File: config.mk
export PLATFORM = sky130hd
export DESIGN_NAME = if_stage_flat
export DESIGN_NICKNAME = d
export VERILOG_FILES = /design/src/rtl/if_stage_if.sv /design/src/rtl/if_stage.sv /design/src/flat_wrapper.sv
export SDC_FILE = /design/constraint.sdc
export NUM_CORES = 1
export LEC_CHECK = 0
export CAP_MARGIN = 10
export CORE_ASPECT_RATIO = 1.5
export CORE_MARGIN = 8
export CORE_UTILIZATION = 46
export DETAILED_ROUTE_END_ITERATION = 8
export PLACE_DENSITY = 0.86
export REMOVE_ABC_BUFFERS = 1
export SETUP_SLACK_MARGIN = 0.05
export SLEW_MARGIN = 20
export SYNTH_ARGS = -nofsm -noshare
export SYNTH_HDL_FRONTEND = slang
export SYNTH_SLANG_ARGS = --single-unit
File: constraint.sdc
create_clock -name clk -period 2.2 [get_ports clk]
set_input_delay 0.44 -clock clk [delete_from_list [all_inputs] [get_ports clk]]
set_output_delay 0.44 -clock clk [all_outputs]
set_load 0.05 [all_outputs]
File: src/rtl/if_stage_if.sv
// Instruction fetch bus between the IF stage (master) and the instruction memory (slave).
interface if_stage_if;
  logic        bus_req;
  logic [31:0] bus_addr;
  logic        bus_ack;
  logic [31:0] bus_rd_data;

  modport master (
    output bus_req,
    output bus_addr,
    input  bus_ack,
    input  bus_rd_data
  );

  modport slave (
    input  bus_req,
    input  bus_addr,
    output bus_ack,
    output bus_rd_data
  );
endinterface

File: src/rtl/if_stage.sv
// Instruction fetch stage: one fetch in flight, a one-word skid buffer absorbs an ack that
// arrives while the pipeline is stalled, flush redirects and branches are taken with one
// delay slot.
module if_stage #(
  parameter logic [31:0] RESET_PC = 32'h0000_0000,
  parameter logic [31:0] NOP_INSN = 32'h0000_0000
) (
  input  logic               clk,
  input  logic               reset,
  input  logic               stall,
  input  logic               flush,
  input  logic [31:0]        new_pc,
  input  logic               br_taken,
  input  logic [31:0]        br_addr,
  if_stage_if.master         bus,
  output logic               busy,
  output logic [31:0]        if_pc,
  output logic [31:0]        if_insn,
  output logic               if_en
);

  // Fetch addresses are always word aligned.
  localparam logic [31:0] AlignMask = 32'hFFFF_FFFC;

  typedef enum logic {
    StReq,
    StHold
  } state_e;

  state_e      state_q, state_d;
  logic [31:0] pc_q, pc_d;
  logic [31:0] skid_q, skid_d;
  logic [31:0] if_pc_q, if_pc_d;
  logic [31:0] if_insn_q, if_insn_d;
  logic        if_en_q, if_en_d;

  logic        advance;
  logic        acked;

  // Fetch bus and busy flag; busy deliberately ignores stall/flush so ctrl can use it freely.
  always_comb begin
    bus.bus_req  = (state_q == StReq) && !reset;
    bus.bus_addr = pc_q;
    busy         = (state_q == StReq) && !bus.bus_ack;
  end

  // Next-state: flush beats stall, stall beats advance; pc only moves on advance or flush.
  always_comb begin
    state_d   = state_q;
    pc_d      = pc_q;
    skid_d    = skid_q;
    if_pc_d   = if_pc_q;
    if_insn_d = if_insn_q;
    if_en_d   = if_en_q;

    acked   = (state_q == StReq) && bus.bus_ack;
    advance = !flush && !stall && (acked || (state_q == StHold));

    if (flush) begin
      // Concurrent ack data and any buffered word are dropped.
      pc_d      = new_pc & AlignMask;
      state_d   = StReq;
      if_en_d   = 1'b0;
      if_insn_d = NOP_INSN;
    end else if (stall) begin
      if (acked) begin
        skid_d  = bus.bus_rd_data;
        state_d = StHold;
      end
    end else if (advance) begin
      if_pc_d   = pc_q;
      if_en_d   = 1'b1;
      if_insn_d = (state_q == StHold) ? skid_q : bus.bus_rd_data;
      // The word delivered this cycle is the delay slot; the branch redirects the next fetch.
      pc_d      = br_taken ? (br_addr & AlignMask) : (pc_q + 32'd4);
      state_d   = StReq;
    end else begin
      // Waiting on the bus: emit a bubble.
      if_en_d = 1'b0;
    end
  end

  // State registers with synchronous reset that overrides every other request.
  always_ff @(posedge clk) begin
    if (reset) begin
      state_q   <= StReq;
      pc_q      <= RESET_PC & AlignMask;
      skid_q    <= 32'h0;
      if_pc_q   <= 32'h0;
      if_insn_q <= NOP_INSN;
      if_en_q   <= 1'b0;
    end else begin
      state_q   <= state_d;
      pc_q      <= pc_d;
      skid_q    <= skid_d;
      if_pc_q   <= if_pc_d;
      if_insn_q <= if_insn_d;
      if_en_q   <= if_en_d;
    end
  end

  assign if_pc   = if_pc_q;
  assign if_insn = if_insn_q;
  assign if_en   = if_en_q;

endmodule

File: src/flat_wrapper.sv
// flat-port wrapper written by rule: the top's interface ports become plain ports
module if_stage_flat 
#(
  parameter logic [31:0] RESET_PC = 32'h0000_0000,
  parameter logic [31:0] NOP_INSN = 32'h0000_0000
)
  (clk, reset, stall, flush, new_pc, br_taken, br_addr, busy, if_pc, if_insn, if_en, bus_bus_req, bus_bus_addr, bus_bus_ack, bus_bus_rd_data);
  if_stage_if bus_i ();
  input  logic clk;
  input  logic reset;
  input  logic stall;
  input  logic flush;
  input  logic [31:0] new_pc;
  input  logic br_taken;
  input  logic [31:0] br_addr;
  output logic busy;
  output logic [31:0] if_pc;
  output logic [31:0] if_insn;
  output logic if_en;
  output wire logic [$bits(bus_i.bus_req)-1:0] bus_bus_req;
  output wire logic [$bits(bus_i.bus_addr)-1:0] bus_bus_addr;
  input wire logic [$bits(bus_i.bus_ack)-1:0] bus_bus_ack;
  input wire logic [$bits(bus_i.bus_rd_data)-1:0] bus_bus_rd_data;
  assign bus_bus_req = bus_i.bus_req;
  assign bus_bus_addr = bus_i.bus_addr;
  assign bus_i.bus_ack = bus_bus_ack;
  assign bus_i.bus_rd_data = bus_bus_rd_data;
  if_stage #(.RESET_PC(RESET_PC), .NOP_INSN(NOP_INSN)) u_core (.clk(clk), .reset(reset), .stall(stall), .flush(flush), .new_pc(new_pc), .br_taken(br_taken), .br_addr(br_addr), .bus(bus_i), .busy(busy), .if_pc(if_pc), .if_insn(if_insn), .if_en(if_en));
endmodule
Word-level counts from Yosys, hierarchy flattened
Cells that the tools add are included.
- bits in registers: 130
- input port bits: 102
- output and inout bits: 99
- logic and storage cells: 40
- $add $sub $neg: 1
- equal/unequal tests: 2
- multiplexer cells: 9
- bitwise operators: 3
- reductions and logical operators: 18
- operators with widths (kind ; number):
    32-bit two-way mux ; 5
    32-bit by 3-bit adder with 32-bit output, second input constant ; 1
    2-bit AND reduction ; 3
    3-bit AND reduction ; 2
    1-bit logical AND ; 5
    1-bit logical NOT ; 4
    1-bit two-way mux ; 4
    2-bit by 1-bit inequality test with 1-bit output, second input constant ; 2
    2-bit nonzero test ; 2
    1-bit inverter ; 3
    2-bit OR reduction ; 1
    1-bit logical OR ; 1

Depth between registers and ports, before layout
- depth in word-level cells: 7
- depth in mapped cells: 7
- gate-level depth less buffers: 6

Least setup slack after synthesis
Ideal clock, no wire load.
- path kind: register -> register
- start point: register u_core.pc_q[4], in the netlist u_core.bus.bus_addr[4]
- end point: register u_core.pc_q[19], in the netlist u_core.bus.bus_addr[19]
- setup time: 0.074 ns
- data arrival time: 2.150 ns
- required time: 2.126 ns
- setup slack: -0.024 ns
- stages on the path, launching flop included: 8
- path buffers: 2
- period minus slack after synthesis: 2.224 ns
- path through: dfxtp_1 -> buf_2 -> nand4_4 -> or3_1 -> clkbuf_2 -> or3_1 -> a21o_1 -> a31oi_1
- word-level cells in the longest chain between the ends: 5
- RTL lines (item ; RTL line ; RTL):
    start: declaration ; if_stage.sv:31 ; logic [31:0] pc_q, pc_d;
    start signal: assignment ; if_stage.sv:87 ; pc_q <= RESET_PC & AlignMask;
    start signal: assignment ; if_stage.sv:94 ; pc_q <= pc_d;
    32-bit by 3-bit adder with 32-bit output ; if_stage.sv:75 ; pc_d = br_taken ? (br_addr & AlignMask) : (pc_q + 32'd4);
    32-bit two-way mux ; if_stage.sv:75 ;
    32-bit two-way mux ; if_stage.sv:70 ; end else if (advance) begin
    32-bit two-way mux ; if_stage.sv:65 ; end else if (stall) begin
    32-bit two-way mux ; if_stage.sv:59 ; if (flush) begin
No other way between the ends. The select of a mux whose other input is x is not followed.
A chain may end at the register's enable or synchronous reset.

Final worst setup path
- start point: register u_core.pc_q[11], in the netlist u_core.bus.bus_addr[11]
- end point: output port bus_bus_addr[11]
- RTL lines (item ; RTL line ; RTL):
    end: declaration ; flat_wrapper.sv:21 ; output wire logic [$bits(bus_i.bus_addr)-1:0] bus_bus_addr;
No word-level cell between the ends.

==> flow_summary.json <==
{
  "area_growth_pct": 48.9,
  "start_util_pct": 46.7,
  "wl_per_cell_um": 18.3,
  "netlist.area_leader.share_pct": 43.5,
  "grt_max_degree": 36,
  "antenna_found_initial": 0,
  "synth_area_leaders": "dfxtp_1 43%, nand2_1 11%, a21oi_1 6.9%",
  "drtAntennaViolNets": 0,
  "layout.nets": 1057,
  "die_x_um": 109,
  "syn_inst": 756,
  "tightest_slew_ns": 0.558,
  "grt_remaining_overflow": 0,
  "num_vias": 6414,
  "start_kind": "flop",
  "grt_first_pass_wirelength_um": 32900,
  "p_leak_nw": 3.26,
  "dp_hpwl_um": 15000,
  "synth.distinct_cells": 53,
  "crit_path_end_kind": "output pin",
  "grt_pass1_vias": 6456,
  "io_buffers": 196,
  "multiInputGateArea_um2": 3130,
  "routabilityCongestion": 0.890,
  "finalSetupViolations": 0,
  "relSlewSlack_pct": 62.7,
  "post_cts_buffers": 0,
  "worstPathArrival_ns": 1.66,
  "routed_wl_um": 20600,
  "slowest_stage": "clkdlybuf4s50_1",
  "final_cell_mix": "168 x nand2_1, 168 x clkdlybuf4s50_1, 129 x dfxtp_1",
  "drive_above_1_share_pct": 9.83,
  "rows": 51,
  "regArea_um2": 2600,
  "slowest_delay_ns": 0.85,
  "root_buffer": "clkbuf_16",
  "period_needed_ns": 2.10,
  "status": "finished clean",
  "finalCritPeriodShare_pct": 95.4,
  "p_total_mw": 6.33,
  "viasPerCell": 5.70,
  "cts_sinks": 130,
  "clk_transition_reported_paths_ns": 0.06,
  "rsz0062_at_grt": "no",
  "critPathRequiredTime_ns": 1.76,
  "die-area_um2": 17000,
  "cp_cell_sequence": "clkdlybuf4s50_1",
  "hp-class": "in2reg",
  "irDropWorstVdd_uv": 561,
  "htreeDepth": 4,
  "hold_violations": 0,
  "cap_violations": 0,
  "slew_violations": 0,
  "fin_hold_ws_ns": 0.408,
  "finClkSkew_ns": 0.0109,
  "power_density_nw_per_um2": 711,
  "cts_buffers": 17,
  "synth_seq_area_share_pct": 43.5,
  "critPathTopFamily": "buffers and inverters",
  "core_um2": 12800,
  "synth_edf_count": 0,
  "synth-warning-count": 0,
  "pin_count": 201,
  "synth_area_per_cell_um2": 7.92,
  "cp.buffers_inverters": 1,
  "clk_latency_ns": 0.41,
  "die_height_um": 156,
  "async_reset_ff_share_pct": 0,
  "ys_ff_latch": 130,
  "grt_usage_pct": 24.3,
  "cp_max_fo": 5,
  "synth_top_area_cell": "dfxtp_1",
  "cts_tree": "built",
  "first_pass_iters": 4,
  "drc_errors": 0,
  "num-fill-cells": 987,
  "fmax_ghz": 0.476,
  "cts_buffer_depth": 2,
  "drt_iter0_markers": 279,
  "netlist_area_um2": 5980,
  "crit_type": "reg2out",
  "synth_ff_type": "dfxtp_1",
  "diodes": 0
}
==> metal layers <==
| layer | vias to the layer above | track usage, % | routed length [um] |
|---|---|---|---|
| met5 | - | 0 | 0 |
| met4 | 0 | 10.6 | 676 |
| met3 | 54 | 7.69 | 1800 |
| met2 | 272 | 43.1 | 10800 |
| met1 | 3016 | 25.2 | 7340 |
| li1 | 3072 | - | - |
==> final cells by class <==
cell class | count | share of cell area [%]
repair buffers | 243 | 26.8
clock inverters | 10 | 1.25
clock buffers | 21 | 5.05
multi-input cells | 553 | 35.1
well taps | 159 | 2.23
flip-flops and latches | 130 | 29.2
inverters | 9 | 0.379
==> flip-flops by register name, summed over array words and instances (netlist names) <==
name and cells:
u_core.bus.bus_addr 32, u_core.state_q 1, u_core.if_pc 32, u_core.if_en 1
u_core.skid_q 32, u_core.if_insn 32
==> where the power goes <==
part           internal, mW  switching [mW]
Clock                  1.68            1.02
Sequential             2.44          0.0859
Combinational         0.460           0.636
Total                  4.59            1.74
==> timing repair <==
item	4_1_cts	5_1_grt
setup endpoints to repair	14	6
cloned	0	0
gates resized for setup	14	6
hold buffers	0	0
==> cell families after synthesis <==
logic type / after synthesis / synth area share [%]
and+or+nand+nor: 312 / 23.4
AOI/OAI and AO/OA: 195 / 20.9
DFF: 130 / 43.5
buffers and inverters: 73 / 4.73
muxes: 34 / 5.69
xor gates and xnor gates: 11 / 1.61
adders and majority gates: 1 / 0.209
==> path summary, 6_finish.rpt <==
kind | startpoint | slack (ns) | cells after the start | end
setup / recovery | u_core.bus.bus_addr[11] | 0.10 | 1 | bus_bus_addr[11]
hold / removal | reset | 0.41 | 2 | u_core.if_pc[26]
setup reg to reg | u_core.bus.bus_addr[7] | 0.22 | 5 | u_core.bus.bus_addr[30]
hold reg to reg | u_core.if_pc[17] | 0.45 | 2 | u_core.if_pc[17]
==> stage by stage <==
step | utilization (%) | setup WS (ns) | cell area, um^2 | TNS, ns | cells
3_5_place_dp | 65.1 | -0.0344 | 8350 | -0.0422 | 1094
3_3_place_gp | 65.1 | 0.0610 | 8350 | 0 | 1094
6_report | 69.5 | 0.101 | 8910 | 0 | 1125
5_1_grt | 69.5 | 0.0848 | 8910 | 0 | 1125
2_1_floorplan | - | -3.31 | 5740 | -248.28 | 692
4_1_cts | 69.4 | 0.0501 | 8900 | 0 | 1125
==> synthesized netlist by cell type (2+ instances only) <==
cell / n
nand2_1: 168
dfxtp_1: 130
a21oi_1: 83
nor2_1: 61
clkbuf_1: 49
a211oi_1: 41
mux2i_1: 34
nand3_1: 15
nor3_1: 14
o21ai_0: 14
and3_1: 11
a221oi_1: 10
inv_1: 9
nor4_1: 9
buf_1: 8
or3_1: 8
xnor2_1: 8
nand4_1: 7
o31ai_1: 7
o211ai_1: 6
a31oi_1: 5
buf_2: 5
and4_1: 4
nand2b_1: 4
o22ai_1: 4
o32ai_1: 4
o21bai_1: 3
xor2_1: 3
a2111oi_0: 2
a21o_1: 2
a22o_1: 2
a311oi_1: 2
and4_2: 2
clkbuf_2: 2
nand4_4: 2
Power figures use the tool's default switching activity.
